$ cat config.mk
export PLATFORM = sky130hd
export DESIGN_NAME = ble_packet_serializer
export DESIGN_NICKNAME = d
export VERILOG_FILES = /design/src/rtl/ble_packet_serializer.sv
export SDC_FILE = /design/constraint.sdc
export NUM_CORES = 1
export LEC_CHECK = 0
export BUFFER_PORTS_ARGS = -buffer_cell sky130_fd_sc_hd__buf_2
export CORE_MARGIN = 2
export CORE_UTILIZATION = 56
export CTS_BUF_LIST = sky130_fd_sc_hd__clkbuf_4
export CTS_CLUSTER_SIZE = 10
export DETAILED_ROUTE_END_ITERATION = 7
export PLACE_DENSITY = 0.82
export SLEW_MARGIN = 20
export SYNTH_ARGS = -nofsm -noshare
export SYNTH_HDL_FRONTEND = slang
export SYNTH_SLANG_ARGS = --single-unit
$ cat constraint.sdc
create_clock -name clk -period 3.3 [get_ports clk]
set_input_delay 0.66 -clock clk [delete_from_list [all_inputs] [get_ports clk]]
set_output_delay 0.66 -clock clk [all_outputs]
set_load 0.005 [all_outputs]
$ cat src/rtl/ble_packet_serializer.sv
// BLE packet serializer: preamble, access address, optional PDU and CRC-24,
// emitted one bit per symbol on symVal, each symbol held SAMPLES_PER_SYM
// clocks. PDU and CRC bits are optionally whitened with the channel LFSR.
module ble_packet_serializer #(
  parameter int          SAMPLES_PER_SYM = 4,
  parameter logic [31:0] ACCESS_ADDR     = 32'h8E89BED6,
  parameter logic [23:0] CRC_INIT        = 24'h555555
) (
  input  logic       clk,
  input  logic       rst,
  input  logic       start,
  input  logic [7:0] pdu_len,
  input  logic [5:0] chan_idx,
  input  logic       whiten_en,
  input  logic [7:0] byte_data,
  input  logic       byte_valid,
  output logic       byte_ready,
  output logic       symVal,
  output logic       busy,
  output logic       done,
  output logic       underrun
);

  localparam int          SW            = (SAMPLES_PER_SYM > 1) ? $clog2(SAMPLES_PER_SYM) : 1;
  localparam logic [SW-1:0] SAMPLE_LAST = SW'(SAMPLES_PER_SYM - 1);
  // Preamble alternates so that its last bit differs from the first access address bit.
  localparam logic [7:0]  PREAMBLE_BYTE = ACCESS_ADDR[0] ? 8'h55 : 8'hAA;
  localparam logic [23:0] CRC_POLY      = 24'h00065B;

  typedef enum logic [2:0] {
    S_IDLE,
    S_PREAMBLE,
    S_ACCADDR,
    S_PDU,
    S_CRC
  } state_t;

  state_t          state_reg, state_next;
  logic [SW-1:0]   sample_cnt_reg;
  logic [4:0]      bit_cnt_reg;
  logic [7:0]      len_reg;
  logic [7:0]      tx_left_reg;     // PDU bytes still to be loaded into the shifter
  logic [7:0]      fetch_left_reg;  // PDU bytes still to be taken from the byte port
  logic [7:0]      buf_reg;
  logic            buf_full_reg;
  logic [7:0]      shift_reg;
  logic [23:0]     crc_reg;
  logic [6:0]      lfsr_reg;
  logic            whiten_reg;
  logic            done_reg;
  logic            underrun_reg;

  logic            sym_end;
  logic            accept;
  logic            reload;
  logic            done_next;
  logic            underrun_next;
  logic            sym_bit;
  logic            lfsr_w;
  logic [6:0]      lfsr_preset;

  // Whitening preset: bit 0 forced to one, bits 1..6 take the channel index MSB-first.
  assign lfsr_preset[0] = 1'b1;
  generate
    for (genvar gi = 0; gi < 6; gi++) begin : g_lfsr_preset
      assign lfsr_preset[gi+1] = chan_idx[5-gi];
    end
  endgenerate

  assign sym_end    = (sample_cnt_reg == SAMPLE_LAST);
  assign lfsr_w     = lfsr_reg[6];
  assign busy       = (state_reg != S_IDLE);
  assign byte_ready = busy && !buf_full_reg && (fetch_left_reg != 8'd0);
  assign done       = done_reg;
  assign underrun   = underrun_reg;
  assign symVal     = sym_bit;

  // State register.
  always_ff @(posedge clk) begin
    if (rst) state_reg <= S_IDLE;
    else     state_reg <= state_next;
  end

  // Next-state logic and per-edge control strobes.
  always_comb begin
    state_next    = state_reg;
    accept        = 1'b0;
    reload        = 1'b0;
    done_next     = 1'b0;
    underrun_next = 1'b0;
    case (state_reg)
      S_IDLE: begin
        if (start) begin
          accept     = 1'b1;
          state_next = S_PREAMBLE;
        end
      end
      S_PREAMBLE: begin
        if (sym_end && bit_cnt_reg == 5'd7) state_next = S_ACCADDR;
      end
      S_ACCADDR: begin
        if (sym_end && bit_cnt_reg == 5'd31) begin
          if (len_reg == 8'd0) begin
            state_next = S_CRC;
          end else if (buf_full_reg) begin
            reload     = 1'b1;
            state_next = S_PDU;
          end else begin
            underrun_next = 1'b1;
            state_next    = S_IDLE;
          end
        end
      end
      S_PDU: begin
        if (sym_end && bit_cnt_reg == 5'd7) begin
          if (tx_left_reg == 8'd0) begin
            state_next = S_CRC;
          end else if (buf_full_reg) begin
            reload = 1'b1;
          end else begin
            underrun_next = 1'b1;
            state_next    = S_IDLE;
          end
        end
      end
      S_CRC: begin
        if (sym_end && bit_cnt_reg == 5'd23) begin
          done_next  = 1'b1;
          state_next = S_IDLE;
        end
      end
      default: state_next = S_IDLE;
    endcase
  end

  // Bit currently on air; zero whenever idle.
  always_comb begin
    sym_bit = 1'b0;
    case (state_reg)
      S_PREAMBLE: sym_bit = PREAMBLE_BYTE[bit_cnt_reg[2:0]];
      S_ACCADDR:  sym_bit = ACCESS_ADDR[bit_cnt_reg];
      S_PDU:      sym_bit = shift_reg[0] ^ (whiten_reg & lfsr_w);
      S_CRC:      sym_bit = crc_reg[23] ^ (whiten_reg & lfsr_w);
      default:    sym_bit = 1'b0;
    endcase
  end

  // Datapath: counters, byte buffer, shifter, CRC and whitening LFSR.
  always_ff @(posedge clk) begin
    if (rst) begin
      sample_cnt_reg <= '0;
      bit_cnt_reg    <= '0;
      len_reg        <= '0;
      tx_left_reg    <= '0;
      fetch_left_reg <= '0;
      buf_reg        <= '0;
      buf_full_reg   <= 1'b0;
      shift_reg      <= '0;
      crc_reg        <= '0;
      lfsr_reg       <= '0;
      whiten_reg     <= 1'b0;
      done_reg       <= 1'b0;
      underrun_reg   <= 1'b0;
    end else begin
      done_reg     <= done_next;
      underrun_reg <= underrun_next;

      if (byte_ready && byte_valid) begin
        buf_reg        <= byte_data;
        buf_full_reg   <= 1'b1;
        fetch_left_reg <= fetch_left_reg - 8'd1;
      end

      if (accept) begin
        sample_cnt_reg <= '0;
        bit_cnt_reg    <= '0;
        len_reg        <= pdu_len;
        fetch_left_reg <= pdu_len;
        buf_full_reg   <= 1'b0;
        crc_reg        <= CRC_INIT;
        lfsr_reg       <= lfsr_preset;
        whiten_reg     <= whiten_en;
      end else if (state_reg != S_IDLE) begin
        sample_cnt_reg <= sym_end ? '0 : sample_cnt_reg + SW'(1);
        if (sym_end) begin
          if (state_next != state_reg || reload) bit_cnt_reg <= '0;
          else                                   bit_cnt_reg <= bit_cnt_reg + 5'd1;
          if (state_reg == S_PDU) begin
            // CRC runs over the unwhitened bit just sent.
            crc_reg   <= {crc_reg[22:0], 1'b0} ^ ((crc_reg[23] ^ shift_reg[0]) ? CRC_POLY : 24'h0);
            shift_reg <= {1'b0, shift_reg[7:1]};
          end
          if (state_reg == S_CRC) crc_reg <= {crc_reg[22:0], 1'b0};
          if (state_reg == S_PDU || state_reg == S_CRC)
            lfsr_reg <= {lfsr_reg[5], lfsr_reg[4], lfsr_reg[3] ^ lfsr_w,
                         lfsr_reg[2], lfsr_reg[1], lfsr_reg[0], lfsr_w};
        end
        if (reload) begin
          shift_reg    <= buf_reg;
          buf_full_reg <= 1'b0;
          tx_left_reg  <= (state_reg == S_ACCADDR) ? len_reg - 8'd1 : tx_left_reg - 8'd1;
        end
      end
    end
  end

endmodule

==> flow_summary_export.csv, run 1 <==
group,metric,value,unit
outcome,status,"finished, final reports clean",
clock_network,cts_buffers,9,
finish,nNetsFinal,593,
worst_hold_path,hold_class,"in2reg",
critical_path,crit_buf_inv,2,
finish,final_cell_mix,"dfxtp_1 (86), nand2_1 (82), nor2_1 (64)",
critical_path,crit_required,3.71,ns
flow_run,max-cap-violations,0,
global_route,grt_pass1_vias,3495,
sta,tightest_slew,0.853,ns
clock_network,clockBufferDepth,2,
clock_network,cts_max_level,3,
synthesis,synth_top_family_by_area,"simple AND/OR/NAND/NOR gates",
synthesis,yosysSeqAreaShare,41.7,%
clock_network,cts-root-buf,"clkbuf_4",
placement,dp_cells,635,
routing,drt-pass1-iter-count,5,
synthesis,postSynthNetCount,560,
synthesis,synth_mux_area_share,3.89,%
synthesis,synth-edff-count,0,
critical_path,worstPathArrival,3.59,ns
clock_network,cts.sink_count,87,
synthesis,async_reset_ff_share,0,%
finish,area_growth,12.5,%
floorplan,dieArea,8170,um^2
finish,multi_input_area,2330,um^2
global_route,grt_max_degree,66,
power_and_ir_drop,p_leak,0.00183,uW
clock_network,insertion_delay,0.44,ns
critical_path,path_depth,16,
finish,largest_reg_flops,24,
synthesis,synthesis.instances,523,
routing,vias_per_cell,5.80,
critical_path,cp_slowest_stage_delay,0.38,ns
global_route,overflow,0,
critical_path,reg2reg_setup_slack,0.12,ns
placement,dpl.hpwl,6.48,mm
finish,fin_cells,660,
critical_path,endpoint_kind,"flop",
power_and_ir_drop,p_per_area,407,nW/um^2
placement,finalWeightedCongestion,0.868,
clock_network,cts_hold_buffers,0,
floorplan,start_util,57.6,%
global_route,grt_pass1_wl,15.9,mm
critical_path,cp_cell_sequence,"ha_2, and3_4, ha_4, nand3_2, a211oi_4, a211oi_2, a211oi_4, buf_4, nor3_2, nand3_1, a21oi_2, inv_1, ha_4, mux2_1, o211ai_1, o311a_1",
clock_network,path_clk_slew,0.15,ns
sta,whs,0.436,ns
routing,wl_per_cell,14.8,um
synthesis,synth_xor_xnor_area_share,3.56,%
synthesis,synthFlopType,"dfxtp_1",
critical_path,path_delay_family,"compound AO/OA/AOI/OAI gates",
sta,setup_viol,0,
finish,nFillCells,626,
finish,final_common_cell,"dfxtp_1",
sta,skew,0.0214,ns
critical_path,reg2regPathDepth,16,
sta,fin_crit_sh,96.5,%
synthesis,ys_ff_latch,87,
floorplan,fp.coreArea,7250,um^2
critical_path,rr_startpoint,"bit_cnt_reg[1]",
sta,slew_headroom,43.2,%
finish,regArea,1740,um^2
synthesis,synth_compound_area_share,16.9,%
global_route,antenna_found_initial,0,
routing,dr_total_vias,3828,
finish,n_antenna_cell,0,
critical_path,worst_path_max_delay_cell,"dfxtp_1",
power_and_ir_drop,p_total,1910,uW
synthesis,netlist_area,4180,um^2
sta,drv_slew,0,
routing,drc_errors,0,
synthesis,synth_cell_types,58,
sta,max_freq,314,MHz
synthesis,synth-simple-area-share,26.7,%
floorplan,die_h,90.4,um
global_route,grt_util_all_layers,23.5,%
critical_path,crit_path_start_kind,"flop",
clock_network,cts_tree,"yes",
synthesis,avgSynthCellArea,7.99,um^2
routing,wirelength,9.75,mm
floorplan,dieWidth,90.4,um
sta,finalSetupTns,0,ns
critical_path,cp-startpoint,"bit_cnt_reg[1]",
synthesis,yosys.area_share.adder,2.99,%
sta,min_period,3.18,ns
routing,ant_nets,0,
finish,drive_gt1_share,17.6,%
sta,hold_viol,0,
floorplan,rows,31,
power_and_ir_drop,peakVddDrop,257,uV
floorplan,io_pins,32,
critical_path,crit_type,"reg2reg",
synthesis,ys_warn_count,0,
routing,drtIter0Drc,276,
placement,place.port_buffers,31,
critical_path,worst-path-max-fanout,4,
-- final cells by class --
| type | instances | share of cell area [%] |
|---|---|---|
| repair buffers | 56 | 7.29 |
| well taps | 99 | 2.64 |
| multi-input cells | 391 | 49.7 |
| inverters | 11 | 0.879 |
| clock inverters | 7 | 0.985 |
| clock buffers | 9 | 1.44 |
| flip-flops and latches | 87 | 37.1 |
-- where the power goes --
part           internal, uW  switching [uW]  total, uW  leakage, uW
combinational           102             141        243      0.00106
sequential             1100            38.3       1140     0.000710
clock                   155             378        533    0.0000602
total                  1350             558       1910      0.00183
-- tightest hold or removal path, cell delays in order --
cell,delay [ns]
buf_2,0.07
mux2i_1,0.05
nor2_1,0.07
-- timing repair --
item                       CTS  global route
setup endpoints to repair    1             1
setup buffers                2             7
gates resized for setup      2            13
pin swaps                    3            10
-- cell usage after synthesis (2+ instances only) --
| library cell | n | area [um^2] |
|---|---|---|
| a211oi_1 | 9 | 67.6 |
| a211oi_4 | 2 | 40.0 |
| a21oi_1 | 56 | 280 |
| a311oi_1 | 9 | 78.8 |
| a31oi_1 | 4 | 25.0 |
| and2_1 | 3 | 18.8 |
| and3_1 | 3 | 18.8 |
| buf_1 | 5 | 18.8 |
| buf_2 | 4 | 20.0 |
| clkbuf_1 | 23 | 86.3 |
| dfxtp_1 | 87 | 1740 |
| ha_1 | 10 | 125 |
| inv_1 | 10 | 37.5 |
| mux2i_1 | 14 | 140 |
| nand2_1 | 82 | 308 |
| nand3_1 | 18 | 90.1 |
| nand3b_1 | 2 | 15.0 |
| nor2_1 | 65 | 244 |
| nor2b_1 | 3 | 18.8 |
| nor3_1 | 33 | 165 |
| nor3b_2 | 2 | 25.0 |
| nor4_1 | 6 | 37.5 |
| nor4_2 | 3 | 37.5 |
| o2111ai_1 | 2 | 17.5 |
| o211ai_1 | 3 | 22.5 |
| o21ai_0 | 13 | 65.1 |
| or3_1 | 5 | 31.3 |
| or4_1 | 2 | 15.0 |
| xnor2_1 | 13 | 114 |
| xor2_1 | 4 | 35.0 |
-- kinds of logic after synthesis --
family                     Yosys count
AOI/OAI and AO/OA                  110
xor gates and xnor gates            17
and+or+nand+nor                    238
adders and majority gates           10
DFF                                 87
muxes                               16
buffers and inverters               45
-- per-stage QoR --
stage | util [%] | setup WS [ns] | area (um^2)
5_1_grt | 64.8 | -0.0393 | 4700
3_3_place_gp | 61.2 | 0.145 | 4440
2_1_floorplan | - | 0.187 | 4180
3_5_place_dp | 61.2 | -0.0569 | 4440
4_1_cts | 63.2 | 0.0101 | 4580
6_report | 64.8 | 0.115 | 4700
-- per-layer routing --
metal  up-vias  track usage (%)  share of wire, %
met5         -                0                 0
met4         0             8.85               2.2
met3        24             4.01               4.2
met2        99             39.3                49
met1      1815             30.4                45
li1       1890                -                 -
-- worst min-delay path by stage --
stage                       from           end  slack, ns  depth (start not counted)
floorplan             buf_reg[7]  shift_reg[7]       0.43                          2
global placement     crc_reg[22]   crc_reg[23]       0.44                          2
detailed placement   crc_reg[16]   crc_reg[17]       0.45                          2
CTS                 byte_data[5]    buf_reg[5]       0.44                          3
global route        byte_data[7]    buf_reg[7]       0.43                          3
finish              byte_data[5]    buf_reg[5]       0.44                          3
No activity file was read; power rests on OpenSTA's default activity.
==> run 2: changes to the inputs <==
--- a/config.mk
+++ b/config.mk
@@ -7,11 +7,11 @@
 export LEC_CHECK = 0
 export BUFFER_PORTS_ARGS = -buffer_cell sky130_fd_sc_hd__buf_2
 export CORE_MARGIN = 2
-export CORE_UTILIZATION = 56
+export CORE_UTILIZATION = 67
 export CTS_BUF_LIST = sky130_fd_sc_hd__clkbuf_4
 export CTS_CLUSTER_SIZE = 10
 export DETAILED_ROUTE_END_ITERATION = 7
-export PLACE_DENSITY = 0.82
+export PLACE_DENSITY = 0.92
 export SLEW_MARGIN = 20
 export SYNTH_ARGS = -nofsm -noshare
 export SYNTH_HDL_FRONTEND = slang
==> constraint.sdc (replaced) <==
create_clock -name clk -period 3.8 [get_ports clk]
set_input_delay 0.76 -clock clk [delete_from_list [all_inputs] [get_ports clk]]
set_output_delay 0.76 -clock clk [all_outputs]
set_load 0.005 [all_outputs]
==> flow_summary_export.csv, run 2 (synthesized netlist as in run 1, its figures left out) <==
group,metric,value,unit
floorplan,dieArea,6880,um^2
finish,design_area,4500,um^2
finish,nFillCells,437,
critical_path,crit_type,"reg2reg",
clock_network,insertion_delay,0.44,ns
floorplan,io_pins,32,
critical_path,cp_cell_sequence,"ha_1, and3_1, ha_1, nand3_1, a211oi_4, a211oi_2, a211oi_4, nor4_2, mux2i_1, nor2_1, inv_1, ha_1, mux2_1, o211ai_1, o311a_1",
critical_path,worst_path_max_delay_cell,"dfxtp_1",
sta,min_period,3.45,ns
worst_hold_path,hold_depth,2,
finish,nNetsFinal,577,
global_route,grt_util_all_layers,27.8,%
sta,whs,0.467,ns
floorplan,fp.coreArea,5990,um^2
worst_hold_path,hold_class,"reg2reg",
floorplan,start_util,69.7,%
critical_path,path_delay_family,"simple AND/OR/NAND/NOR gates",
critical_path,cp-startpoint,"bit_cnt_reg[0]",
floorplan,die_h,83.0,um
sta,skew,0.0118,ns
global_route,grt_pass1_wl,16.0,mm
critical_path,endpoint_kind,"flop",
outcome,status,"finished, final reports clean",
placement,placed_cell_area,4360,um^2
sta,tightest_slew,0.846,ns
sta,slew_headroom,43.6,%
placement,place.port_buffers,31,
critical_path,cp_slowest_stage_delay,0.36,ns
routing,drc_errors,0,
placement,pre_cts_ws,0.386,ns
critical_path,crit_path_start_kind,"flop",
floorplan,rows,28,
clock_network,cts_buffers,9,
routing,vias_per_cell,6.14,
routing,dr_total_vias,3801,
power_and_ir_drop,p_per_area,383,nW/um^2
routing,wirelength,9.27,mm
routing,drtIter0Drc,392,
sta,setup_viol,0,
sta,hold_viol,0,
clock_network,path_clk_slew,0.14,ns
routing,wl_per_cell,15.0,um
sta,setup_slack,0.352,ns
finish,area_growth,7.61,%
worst_hold_path,min_from,"crc_reg[12]",
critical_path,reg2regPathDepth,15,
clock_network,clockBufferDepth,2,
power_and_ir_drop,peakVddDrop,285,uV
clock_network,cts_hold_buffers,0,
critical_path,crit_top_cell,"ha_1",
sta,rsz0062_at_grt,"false",
routing,ant_nets,0,
sta,drv_slew,0,
finish,drive_gt1_share,13.4,%
critical_path,crit_buf_inv,1,
critical_path,reg2reg_setup_slack,0.35,ns
floorplan,dieWidth,83.0,um
clock_network,cts_max_level,3,
worst_hold_path,whs_endpoint,"crc_reg[13]",
clock_network,cts_tree,"yes",
sta,finalSetupTns,0,ns
critical_path,rr_startpoint,"bit_cnt_reg[0]",
critical_path,crit_required,4.18,ns
finish,final_common_cell,"dfxtp_1",
global_route,overflow,0,
finish,n_antenna_cell,0,
sta,fin_crit_sh,90.7,%
routing,drt-pass1-iter-count,5,
clock_network,cts.sink_count,87,
placement,dpl.hpwl,6.32,mm
sta,max_freq,290,MHz
finish,final_cell_mix,"dfxtp_1 (86), nand2_1 (82), nor2_1 (65)",
critical_path,worstPathArrival,3.83,ns
flow_run,max-cap-violations,0,
global_route,antenna_found_initial,0,
clock_network,cts-root-buf,"clkbuf_4",
placement,finalWeightedCongestion,0.930,
power_and_ir_drop,p_leak,0.00176,uW
finish,largest_reg_flops,24,
critical_path,worst-path-max-fanout,8,
global_route,grt_max_degree,67,
global_route,grt_pass1_vias,3510,
==> run 2: area by class of cell <==
cell class	count	area, um^2	share of cell area [%]
Sequential cell	87	1740	38.8
Timing Repair Buffer	40	223	4.95
Clock buffer	9	67.6	1.50
Inverter	11	41.3	0.918
Multi-Input combinational cell	391	2260	50.2
Tap cell	75	93.8	2.09
Clock inverter	6	70.1	1.56
==> run 2: power breakdown <==
part / switching [uW] / internal [uW] / total [uW]
Clock: 330 / 203 / 533
Sequential: 37.2 / 953 / 990
Combinational: 116 / 83.4 / 199
==> run 2: tightest hold or removal path: cells and delay by family (launching register included) <==
kind	cells	cell delay [ns]
AOI/OAI and AO/OA	1	0.05
and+or+nand+nor	1	0.05
DFF	1	0.34
==> run 2: metrics by stage <==
stage          total power [uW]  std cells  utilization [%]
2_1_floorplan              1150        523                -
3_3_place_gp               1190        604             72.7
3_5_place_dp               1200        604             72.7
4_1_cts                    1720        619             75.0
5_1_grt                    1790        619             75.0
6_report                   1720        619             75.0
==> run 2: worst max-delay path by stage <==
stage / endpoint / slack (ns) / cells past startpoint
2_1_floorplan: flop / 0.69 / 15
3_3_place_gp: flop / 0.51 / 15
5_1_grt: flop / 0.04 / 15
6_report: flop / 0.35 / 15
4_1_cts: flop / 0.33 / 15
3_5_place_dp: flop / 0.39 / 15
==> run 2: repair_timing <==
item,CTS,global route
buffers inserted,0,0
resized for setup,0,1
setup endpoints to repair,0,1
==> run 2: layer usage <==
metal,vias to the layer above,track usage [%],wire (um)
li1,1864,-,-
met1,1742,38.0,4040
met2,172,44.3,4390
met3,23,5.37,669
met4,0,9.54,176
met5,-,0,0
